### config.mk
export PLATFORM = sky130hd
export DESIGN_NAME = shdw_dump_ctrl_flat
export DESIGN_NICKNAME = d
export VERILOG_FILES = /design/src/rtl/shdw_dump_ctrl_if.sv /design/src/rtl/shdw_dump_ctrl.sv /design/src/flat_wrapper.sv
export SDC_FILE = /design/constraint.sdc
export NUM_CORES = 1
export LEC_CHECK = 0
export BUFFER_PORTS_ARGS = -buffer_cell sky130_fd_sc_hd__buf_2
export CAP_MARGIN = 10
export CORE_MARGIN = 2
export CORE_UTILIZATION = 45
export DETAILED_ROUTE_END_ITERATION = 10
export PLACE_DENSITY = 0.72
export SETUP_SLACK_MARGIN = 0.15
export SLEW_MARGIN = 25
export SYNTH_ARGS = -nofsm -noshare
export SYNTH_HDL_FRONTEND = slang
export SYNTH_SLANG_ARGS = --single-unit
### constraint.sdc
create_clock -name Bus2IP_Clk -period 6.1 [get_ports Bus2IP_Clk]
set_input_delay 1.22 -clock Bus2IP_Clk [delete_from_list [all_inputs] [get_ports Bus2IP_Clk]]
set_output_delay 1.22 -clock Bus2IP_Clk [all_outputs]
set_load 0.03 [all_outputs]
### src/rtl/shdw_dump_ctrl_if.sv
// shdw_dump_ctrl_if
// IPIF register-access bundle between the bus attachment (master) and the
// shadow dump controller (slave).
//   Bus2IP_Data   master->slave  write data, register bit n at index 31-n
//   Bus2IP_RdCE   master->slave  read chip enables, bit i selects register i
//   Bus2IP_WrCE   master->slave  write chip enables, bit i selects register i
//   IP2Bus_Data   slave->master  read data, meaningful only with RdAck
//   IP2Bus_RdAck  slave->master  one-cycle read acknowledge
//   IP2Bus_WrAck  slave->master  one-cycle write acknowledge
//   IP2Bus_Error  slave->master  error flag, qualified by either ack
//
// Handshake: a CE bit acts as "valid" for one access. The slave accepts an
// access on the first cycle a CE is high while no ack is pending, then
// returns exactly one ack pulse (with Data/Error) on the next cycle. A CE
// that stays high past its ack is the same access, not a new one; the
// master must drop the CE for a cycle, or raise a different CE, to issue
// another access.
interface shdw_dump_ctrl_if;
  logic [0:31] Bus2IP_Data;
  logic [0:7]  Bus2IP_RdCE;
  logic [0:7]  Bus2IP_WrCE;
  logic [0:31] IP2Bus_Data;
  logic        IP2Bus_RdAck;
  logic        IP2Bus_WrAck;
  logic        IP2Bus_Error;

  modport master (
    output Bus2IP_Data, Bus2IP_RdCE, Bus2IP_WrCE,
    input  IP2Bus_Data, IP2Bus_RdAck, IP2Bus_WrAck, IP2Bus_Error
  );

  modport slave (
    input  Bus2IP_Data, Bus2IP_RdCE, Bus2IP_WrCE,
    output IP2Bus_Data, IP2Bus_RdAck, IP2Bus_WrAck, IP2Bus_Error
  );
endinterface

### src/rtl/shdw_dump_ctrl.sv
// shdw_dump_ctrl
// Shadow-scan dump controller. Register slave that drives the core's
// error-injection, shadow reset, clock-enable and dump-enable controls,
// walks the enabled shadow chains one at a time and buffers captured words
// in a FIFO that software drains through the FIFO_DATA register.
//   Bus2IP_Clk / Bus2IP_Resetn  clock, async active-low reset
//   bus          register access bundle (slave side)
//   err_en, err_ctrl, sh_rst, c_en   core control outputs
//   dump_en      one-hot chain select while dumping
//   sh_out, sh_out_vld, sh_out_done  per-chain shadow data/valid/last
//   irq          irq_en AND (done OR ovf)
//   state_dbg    current FSM state (0 idle, 1 dump, 2 done)
module shdw_dump_ctrl #(
  parameter int NUM_CH     = 4,
  parameter int DATA_W     = 32,
  parameter int FIFO_DEPTH = 16,
  parameter int ERR_W      = 12
) (
  input  logic                     Bus2IP_Clk,
  input  logic                     Bus2IP_Resetn,
  shdw_dump_ctrl_if.slave          bus,
  output logic                     err_en,
  output logic [ERR_W-1:0]         err_ctrl,
  output logic                     sh_rst,
  output logic                     c_en,
  output logic [NUM_CH-1:0]        dump_en,
  input  logic [NUM_CH*DATA_W-1:0] sh_out,
  input  logic [NUM_CH-1:0]        sh_out_vld,
  input  logic [NUM_CH-1:0]        sh_out_done,
  output logic                     irq,
  output logic [1:0]               state_dbg
);
  localparam int AW = $clog2(FIFO_DEPTH);
  localparam int LW = AW + 1;

  typedef enum logic [1:0] {ST_IDLE = 2'd0, ST_DUMP = 2'd1, ST_DONE = 2'd2} state_e;

  state_e            state_q, state_d;
  logic [7:0]        ch_q, ch_d;
  logic              c_en_q, c_en_d, sh_rst_q, sh_rst_d, err_en_q, err_en_d, irq_en_q, irq_en_d;
  logic [ERR_W-1:0]  err_ctrl_q, err_ctrl_d;
  logic [NUM_CH-1:0] mask_q, mask_d;
  logic              ovf_q, ovf_d, done_q, done_d;
  logic [31:0]       wcnt_q, wcnt_d;
  logic [AW-1:0]     wr_ptr_q, wr_ptr_d, rd_ptr_q, rd_ptr_d;
  logic [LW-1:0]     level_q, level_d;
  logic [DATA_W-1:0] mem_q [FIFO_DEPTH];
  logic [0:7]        held_ce_q, held_ce_d;
  logic              rd_ack_q, rd_ack_d, wr_ack_q, wr_ack_d, err_q, err_d;
  logic [31:0]       rdata_q, rdata_d;

  logic [0:7]        ce;
  logic              acc, is_rd, start_s, abort_s, pop, push_ok, empty, full;
  logic              cur_vld, cur_done, nxt_found;
  logic [2:0]        idx;
  logic [31:0]       wdata, fifo_word, err_word, mask_word;
  logic [DATA_W-1:0] cur_word;
  logic [7:0]        nxt_ch, low_ch;

  // Bus bit 0 is the MSB of the ascending vector, so a plain assignment puts
  // register bit n at wdata[n].
  assign wdata = bus.Bus2IP_Data;

  always_comb begin
    state_d    = state_q;    ch_d       = ch_q;
    c_en_d     = c_en_q;     sh_rst_d   = sh_rst_q;
    err_en_d   = err_en_q;   irq_en_d   = irq_en_q;
    err_ctrl_d = err_ctrl_q; mask_d     = mask_q;
    ovf_d      = ovf_q;      done_d     = done_q;
    wcnt_d     = wcnt_q;     wr_ptr_d   = wr_ptr_q;
    rd_ptr_d   = rd_ptr_q;   level_d    = level_q;
    rdata_d    = '0;         err_d      = 1'b0;
    start_s    = 1'b0;       abort_s    = 1'b0;
    pop        = 1'b0;

    empty = (level_q == '0);
    full  = (level_q == LW'(FIFO_DEPTH));
    fifo_word = '0;
    fifo_word[DATA_W-1:0] = mem_q[rd_ptr_q];
    err_word = '0;
    err_word[ERR_W-1:0] = err_ctrl_q;
    mask_word = '0;
    mask_word[NUM_CH-1:0] = mask_q;

    // Access detection: a CE vector equal to the one already serviced is the
    // same access held over, so it is only accepted once.
    ce    = bus.Bus2IP_RdCE | bus.Bus2IP_WrCE;
    is_rd = |bus.Bus2IP_RdCE;
    acc   = (|ce) && !rd_ack_q && !wr_ack_q && (ce != held_ce_q);
    if (acc)                  held_ce_d = ce;
    else if (ce != held_ce_q) held_ce_d = '0;
    else                      held_ce_d = held_ce_q;
    idx = 3'd0;
    for (int i = 7; i >= 0; i--) if (ce[i]) idx = 3'(i);
    rd_ack_d = acc && is_rd;
    wr_ack_d = acc && !is_rd;

    if (acc && is_rd) begin
      case (idx)
        3'd0: rdata_d = {26'd0, irq_en_q, 2'b00, err_en_q, sh_rst_q, c_en_q};
        3'd1: rdata_d = err_word;
        3'd2: rdata_d = mask_word;
        3'd3: rdata_d = {16'(level_q), ch_q, 4'd0, done_q, ovf_q, state_q};
        3'd4: begin
          if (empty) err_d = 1'b1;
          else begin
            rdata_d = fifo_word;
            pop     = 1'b1;
          end
        end
        3'd5: rdata_d = wcnt_q;
        3'd6: rdata_d = '0;
        default: err_d = 1'b1;
      endcase
    end else if (acc) begin
      case (idx)
        3'd0: begin
          c_en_d   = wdata[0];
          sh_rst_d = wdata[1];
          err_en_d = wdata[2];
          start_s  = wdata[3];
          abort_s  = wdata[4];
          irq_en_d = wdata[5];
        end
        3'd1: err_ctrl_d = wdata[ERR_W-1:0];
        3'd2: mask_d     = wdata[NUM_CH-1:0];
        3'd6: begin
          if (wdata[2]) ovf_d  = 1'b0;
          if (wdata[3]) done_d = 1'b0;
        end
        default: err_d = 1'b1;
      endcase
    end

    // Selected chain and channel-advance lookup.
    cur_word = '0; cur_vld = 1'b0; cur_done = 1'b0;
    for (int c = 0; c < NUM_CH; c++) begin
      if (ch_q == 8'(c)) begin
        cur_word = sh_out[c*DATA_W +: DATA_W];
        cur_vld  = sh_out_vld[c];
        cur_done = sh_out_done[c];
      end
    end
    low_ch = '0; nxt_ch = '0; nxt_found = 1'b0;
    for (int i = NUM_CH - 1; i >= 0; i--) begin
      if (mask_q[i]) low_ch = 8'(i);
      if (mask_q[i] && (i > int'(ch_q))) begin
        nxt_ch    = 8'(i);
        nxt_found = 1'b1;
      end
    end

    // A full FIFO still takes a word when a pop frees a slot in the same cycle.
    push_ok = (state_q == ST_DUMP) && cur_vld && (!full || pop);
    if ((state_q == ST_DUMP) && cur_vld && !push_ok) ovf_d = 1'b1;
    if (push_ok) begin
      wr_ptr_d = wr_ptr_q + 1'b1;
      if (wcnt_q != '1) wcnt_d = wcnt_q + 32'd1;
    end
    if (pop) rd_ptr_d = rd_ptr_q + 1'b1;
    level_d = level_q + LW'(push_ok) - LW'(pop);

    case (state_q)
      ST_IDLE: begin
        if (start_s) begin
          wcnt_d = '0;
          if (mask_q != '0) begin
            state_d = ST_DUMP;
            ch_d    = low_ch;
          end else begin
            state_d = ST_DONE;
          end
        end
      end
      ST_DUMP: begin
        if (cur_done) begin
          if (nxt_found) ch_d = nxt_ch;
          else           state_d = ST_DONE;
        end
      end
      ST_DONE: begin
        state_d = ST_IDLE;
        if (!abort_s) done_d = 1'b1;
      end
      default: state_d = ST_IDLE;
    endcase
    if (abort_s) state_d = ST_IDLE;
  end

  always_ff @(posedge Bus2IP_Clk or negedge Bus2IP_Resetn) begin
    if (!Bus2IP_Resetn) begin
      state_q  <= ST_IDLE;  ch_q     <= '0;
      c_en_q   <= 1'b0;     sh_rst_q <= 1'b1;
      err_en_q <= 1'b0;     irq_en_q <= 1'b0;
      err_ctrl_q <= '0;     mask_q   <= '0;
      ovf_q    <= 1'b0;     done_q   <= 1'b0;
      wcnt_q   <= '0;       wr_ptr_q <= '0;
      rd_ptr_q <= '0;       level_q  <= '0;
      held_ce_q <= '0;      rd_ack_q <= 1'b0;
      wr_ack_q <= 1'b0;     err_q    <= 1'b0;
      rdata_q  <= '0;
    end else begin
      state_q  <= state_d;  ch_q     <= ch_d;
      c_en_q   <= c_en_d;   sh_rst_q <= sh_rst_d;
      err_en_q <= err_en_d; irq_en_q <= irq_en_d;
      err_ctrl_q <= err_ctrl_d; mask_q <= mask_d;
      ovf_q    <= ovf_d;    done_q   <= done_d;
      wcnt_q   <= wcnt_d;   wr_ptr_q <= wr_ptr_d;
      rd_ptr_q <= rd_ptr_d; level_q  <= level_d;
      held_ce_q <= held_ce_d; rd_ack_q <= rd_ack_d;
      wr_ack_q <= wr_ack_d; err_q    <= err_d;
      rdata_q  <= rdata_d;
    end
  end

  // Storage array carries no reset; level/pointers define what is valid.
  always_ff @(posedge Bus2IP_Clk) begin
    if (push_ok) mem_q[wr_ptr_q] <= cur_word;
  end

  assign err_en           = err_en_q;
  assign err_ctrl         = err_ctrl_q;
  assign sh_rst           = sh_rst_q;
  assign c_en             = c_en_q && (state_q == ST_IDLE);
  assign dump_en          = (state_q == ST_DUMP) ? (NUM_CH'(1) << ch_q) : '0;
  assign irq              = irq_en_q && (done_q || ovf_q);
  assign state_dbg        = state_q;
  assign bus.IP2Bus_Data  = rdata_q;
  assign bus.IP2Bus_RdAck = rd_ack_q;
  assign bus.IP2Bus_WrAck = wr_ack_q;
  assign bus.IP2Bus_Error = err_q;
endmodule

### src/flat_wrapper.sv
// flat-port wrapper written by rule: the top's interface ports become plain ports
module shdw_dump_ctrl_flat 
#(
  parameter int NUM_CH     = 4,
  parameter int DATA_W     = 32,
  parameter int FIFO_DEPTH = 16,
  parameter int ERR_W      = 12
)
  (Bus2IP_Clk, Bus2IP_Resetn, err_en, err_ctrl, sh_rst, c_en, dump_en, sh_out, sh_out_vld, sh_out_done, irq, state_dbg, bus_Bus2IP_Data, bus_Bus2IP_RdCE, bus_Bus2IP_WrCE, bus_IP2Bus_Data, bus_IP2Bus_RdAck, bus_IP2Bus_WrAck, bus_IP2Bus_Error);
  shdw_dump_ctrl_if bus_i ();
  input  logic Bus2IP_Clk;
  input  logic Bus2IP_Resetn;
  output logic err_en;
  output logic [ERR_W-1:0] err_ctrl;
  output logic sh_rst;
  output logic c_en;
  output logic [NUM_CH-1:0] dump_en;
  input  logic [NUM_CH*DATA_W-1:0] sh_out;
  input  logic [NUM_CH-1:0] sh_out_vld;
  input  logic [NUM_CH-1:0] sh_out_done;
  output logic irq;
  output logic [1:0] state_dbg;
  input wire logic [$bits(bus_i.Bus2IP_Data)-1:0] bus_Bus2IP_Data;
  input wire logic [$bits(bus_i.Bus2IP_RdCE)-1:0] bus_Bus2IP_RdCE;
  input wire logic [$bits(bus_i.Bus2IP_WrCE)-1:0] bus_Bus2IP_WrCE;
  output wire logic [$bits(bus_i.IP2Bus_Data)-1:0] bus_IP2Bus_Data;
  output wire logic [$bits(bus_i.IP2Bus_RdAck)-1:0] bus_IP2Bus_RdAck;
  output wire logic [$bits(bus_i.IP2Bus_WrAck)-1:0] bus_IP2Bus_WrAck;
  output wire logic [$bits(bus_i.IP2Bus_Error)-1:0] bus_IP2Bus_Error;
  assign bus_i.Bus2IP_Data = bus_Bus2IP_Data;
  assign bus_i.Bus2IP_RdCE = bus_Bus2IP_RdCE;
  assign bus_i.Bus2IP_WrCE = bus_Bus2IP_WrCE;
  assign bus_IP2Bus_Data = bus_i.IP2Bus_Data;
  assign bus_IP2Bus_RdAck = bus_i.IP2Bus_RdAck;
  assign bus_IP2Bus_WrAck = bus_i.IP2Bus_WrAck;
  assign bus_IP2Bus_Error = bus_i.IP2Bus_Error;
  shdw_dump_ctrl #(.NUM_CH(NUM_CH), .DATA_W(DATA_W), .FIFO_DEPTH(FIFO_DEPTH), .ERR_W(ERR_W)) u_core (.Bus2IP_Clk(Bus2IP_Clk), .Bus2IP_Resetn(Bus2IP_Resetn), .bus(bus_i), .err_en(err_en), .err_ctrl(err_ctrl), .sh_rst(sh_rst), .c_en(c_en), .dump_en(dump_en), .sh_out(sh_out), .sh_out_vld(sh_out_vld), .sh_out_done(sh_out_done), .irq(irq), .state_dbg(state_dbg));
endmodule
==> results.py <==
metrics = {
    "power_and_ir_drop": {
        "p_leak_uw": 0.0104,
        "power_per_cell_area_nw_per_um2": 300,
        "vdd_drop_max_mv": 0.223,
        "power_uw": 9120,
    },
    "synth": {
        "synth_cell_types": 62,
        "async_reset_ff_share_pct": 18.2,
        "synth_seq_cells": 626,
        "syn-num-nets": 1592,
        "syn_area_per_cell_um2": 18.7,
        "synth_compound_area_share_pct": 4.40,
        "synthFlopType": "edfxtp_1",
        "synthSimpleGateAreaFrac_pct": 5.32,
        "synth_top_family_by_area": "multiplexers",
        "yosys.area.top_type": "edfxtp_1",
        "synth_top_area_share_pct": 59.0,
        "synth.area.top_cells": "edfxtp_1, mux4_2, dfrtp_1, mux2_2, nor2_1",
        "yosysWarningCount": 0,
        "seq_area_frac_synth_pct": 70.0,
        "synth-adder-area-share_pct": 0.653,
        "synth-edff-count": 512,
        "synth_area_um2": 26000,
        "postSynthCellCount": 1393,
        "synth-xor-area-share_pct": 0.336,
        "synthMuxAreaShare_pct": 17.8,
    },
    "clock_tree": {
        "numCtsBuffers": 66,
        "cts_root_buffer": "clkbuf_16",
        "post_cts_buffers": 0,
        "cts_hold_buffers": 0,
        "ctsResizeCount": 0,
        "clock_sinks": 626,
        "cts_tree": "built",
        "clkLatencyLatePin_ns": 0.59,
        "path_clk_slew_ns": 0.06,
        "htree_levels": 3,
        "cts.path.max_buffers": 3,
    },
    "timing": {
        "skew_ns": 0.0309,
        "period_minus_slack_ns": 4.07,
        "slew_headroom_pct": 30.5,
        "fin_crit_sh_pct": 66.7,
        "finalHoldViolations": 0,
        "max_freq_ghz": 0.246,
        "finalMaxSlewViolations": 0,
        "tns_ns": 0,
        "rsz0062_at_grt": "no",
        "setup_violations": 0,
        "tightest_slew_ns": 1.04,
    },
    "floorplanning": {
        "dieWidth_um": 245,
        "start_util_pct": 45.3,
        "coreArea_um2": 57500,
        "fp.dieH_um": 245,
        "num_rows": 88,
        "io_pins": 243,
        "die_area_um2": 59800,
    },
    "drt": {
        "drt-total-wl_um": 61800,
        "drt_pass1_iterations": 6,
        "via_per_inst": 6.03,
        "ant_nets": 0,
        "drc": 0,
        "drtIter0Drc": 1557,
        "avgRoutedWirePerCell_um": 25.1,
        "vias": 14800,
    },
    "placement": {
        "place_congestion": 0.909,
        "hpwl_um": 37000,
        "port_buffers": 222,
        "dp.cells": 2340,
    },
    "global_route": {
        "grtUsageTotal_pct": 20.7,
        "grt_pass1_wl_um": 92400,
        "overflow": 0,
        "grt_start_max_net_pins": 71,
        "antenna_found_initial": 0,
        "grt_pass1_vias": 14700,
    },
    "layout": {
        "syn2layout_area_growth_pct": 16.7,
        "layout.cells.non_filler": 2457,
        "n_antenna_cell": 0,
        "layout.nets": 1842,
        "post-route-util_pct": 52.9,
        "drive_above_1_share_pct": 35.8,
    },
    "critical_path": {
        "crit_arrival_ns": 4.35,
        "r2r_end": "u_core.mem_q[5][30]",
        "crit_type": "flip-flop to flip-flop",
        "worst_r2r_path_depth": 9,
        "critPathMaxFanout": 38,
        "startpoint_type": "flip-flop",
        "rr_startpoint": "u_core.ch_q[0]",
        "r2r_slack_ns": 2.03,
        "cp.required_ns": 6.38,
        "cp-end-kind": "flip-flop",
    },
    "worst_hold_path": {
        "hold_class": "flip-flop to flip-flop",
        "min-delay-start": "u_core.held_ce_q[4]",
        "hold_end": "u_core.held_ce_q[4]",
        "min_path_cells": 2,
    },
    "status": {
        "status": "finished, final reports clean",
    },
    "run": {
        "cap_violations": 0,
    },
}
==> kinds of logic after synthesis <==
family	Yosys count
mux	223
xor+xnor	10
simple gates	257
flops	626
fa+ha+maj	13
buf+inv	97
compound gates	167
==> report_power, final <==
group          internal [uW]  total, uW  switching [uW]
sequential              4670       4730            61.1
combinational            212        453             241
clock                   2320       3940            1630
total                   7200       9120            1930
==> layout by cell type, fill, tap and decap left out, types with 5 or more instances in the layout <==
master / instances
edfxtp_1: 512
buf_2: 221
mux4_2: 190
dfrtp_1: 107
clkbuf_16: 69
nor2_1: 53
nand2_1: 45
a21oi_1: 39
buf_4: 39
a22oi_1: 32
nand3_1: 25
o31ai_1: 25
mux2_2: 22
or4_1: 20
and3_1: 20
inv_1: 17
o21ai_0: 15
or3_1: 14
clkinv_2: 13
nor2_4: 12
ha_1: 12
clkbuf_1: 12
mux2i_1: 11
nand4_1: 10
and2_1: 9
nor3_1: 9
a222oi_1: 8
clkinv_1: 8
and4_1: 7
a31oi_1: 7
a2bb2oi_1: 7
xnor2_1: 6
nor2b_1: 5
nand2b_1: 5
nor3_2: 5
bufinv_16: 5
==> synthesized netlist by cell type, drive strengths merged, types with 2 or more instances <==
master	instances
a211oi	4
a21boi	2
a21o	2
a21oi	39
a222oi	8
a22oi	32
a2bb2oi	7
a31oi	8
a41oi	3
and2	9
and3	20
and4	7
buf	31
clkbuf	48
dfrtp	113
edfxtp	512
ha	12
inv	18
mux2	22
mux2i	11
mux4	190
nand2	45
nand2b	5
nand3	25
nand3b	2
nand4	10
nor2	65
nor2b	5
nor3	14
nor3b	2
nor4	8
o211ai	3
o21ai	20
o22ai	2
o31ai	25
o41ai	2
or2	3
or3	14
or4	20
xnor2	6
xor2	4
==> flip-flops by register name (all words and copies together) (netlist names), 2 cells and up <==
signal,cells
u_core.mem_q,512
u_core.bus.IP2Bus_Data,32
u_core.wcnt_q,32
u_core.err_ctrl,12
u_core.held_ce_q,8
u_core.level_q,5
u_core.mask_q,4
u_core.rd_ptr_q,4
u_core.wr_ptr_q,4
u_core.ch_q,2
u_core.state_dbg,2
==> worst max path at each step <==
stage / start / to / slack, ns
3_3_place_gp: bus_Bus2IP_WrCE[6] / u_core.mem_q[10][17] / 1.54
3_5_place_dp: bus_Bus2IP_WrCE[6] / u_core.mem_q[8][25] / 1.46
2_1_floorplan: bus_Bus2IP_WrCE[6] / u_core.mem_q[1][0] / 0.73
6_report: u_core.ch_q[0] / u_core.mem_q[5][30] / 2.03
5_1_grt: u_core.ch_q[0] / u_core.mem_q[11][8] / 1.80
4_1_cts: u_core.ch_q[0] / u_core.mem_q[8][8] / 1.90
==> final cells by class <==
cell class / instances / area [um2]
fillers: 4482 / 27100
well taps: 765 / 957
clock inverters: 34 / 342
inverters: 18 / 67.6
clock buffers: 83 / 1800
repair buffers: 261 / 1420
flip-flops and latches: 626 / 18200
multi-input cells: 670 / 7580
==> worst max-delay path, cell delays in order (launching register included) <==
cell,delay (ns)
dfrtp_2,0.35
buf_4,0.58
nand3b_1,0.27
o22ai_1,0.57
a21boi_1,0.34
a41oi_4,0.06
inv_2,0.28
nand2_1,0.29
nor2_4,0.75
buf_12,0.27
==> through the flow <==
step	setup slack, ns	area (um2)	hold WS, ns
finish	2.03	30400	0.487
detailed placement	1.46	28300	0.476
global placement	1.54	28300	0.476
global route	1.80	30400	0.545
floorplan	0.726	26100	0.456
CTS	1.90	30400	0.487
==> layer usage <==
metal / track usage (%) / vias to the layer above / wire length (um)
li1: - / 6277 / -
met1: 29.2 / 7732 / 25000
met2: 34.1 / 717 / 31100
met3: 3.51 / 92 / 4540
met4: 4.73 / 0 / 1150
met5: 0 / - / 0
No activity file was read; power rests on OpenSTA's default activity.
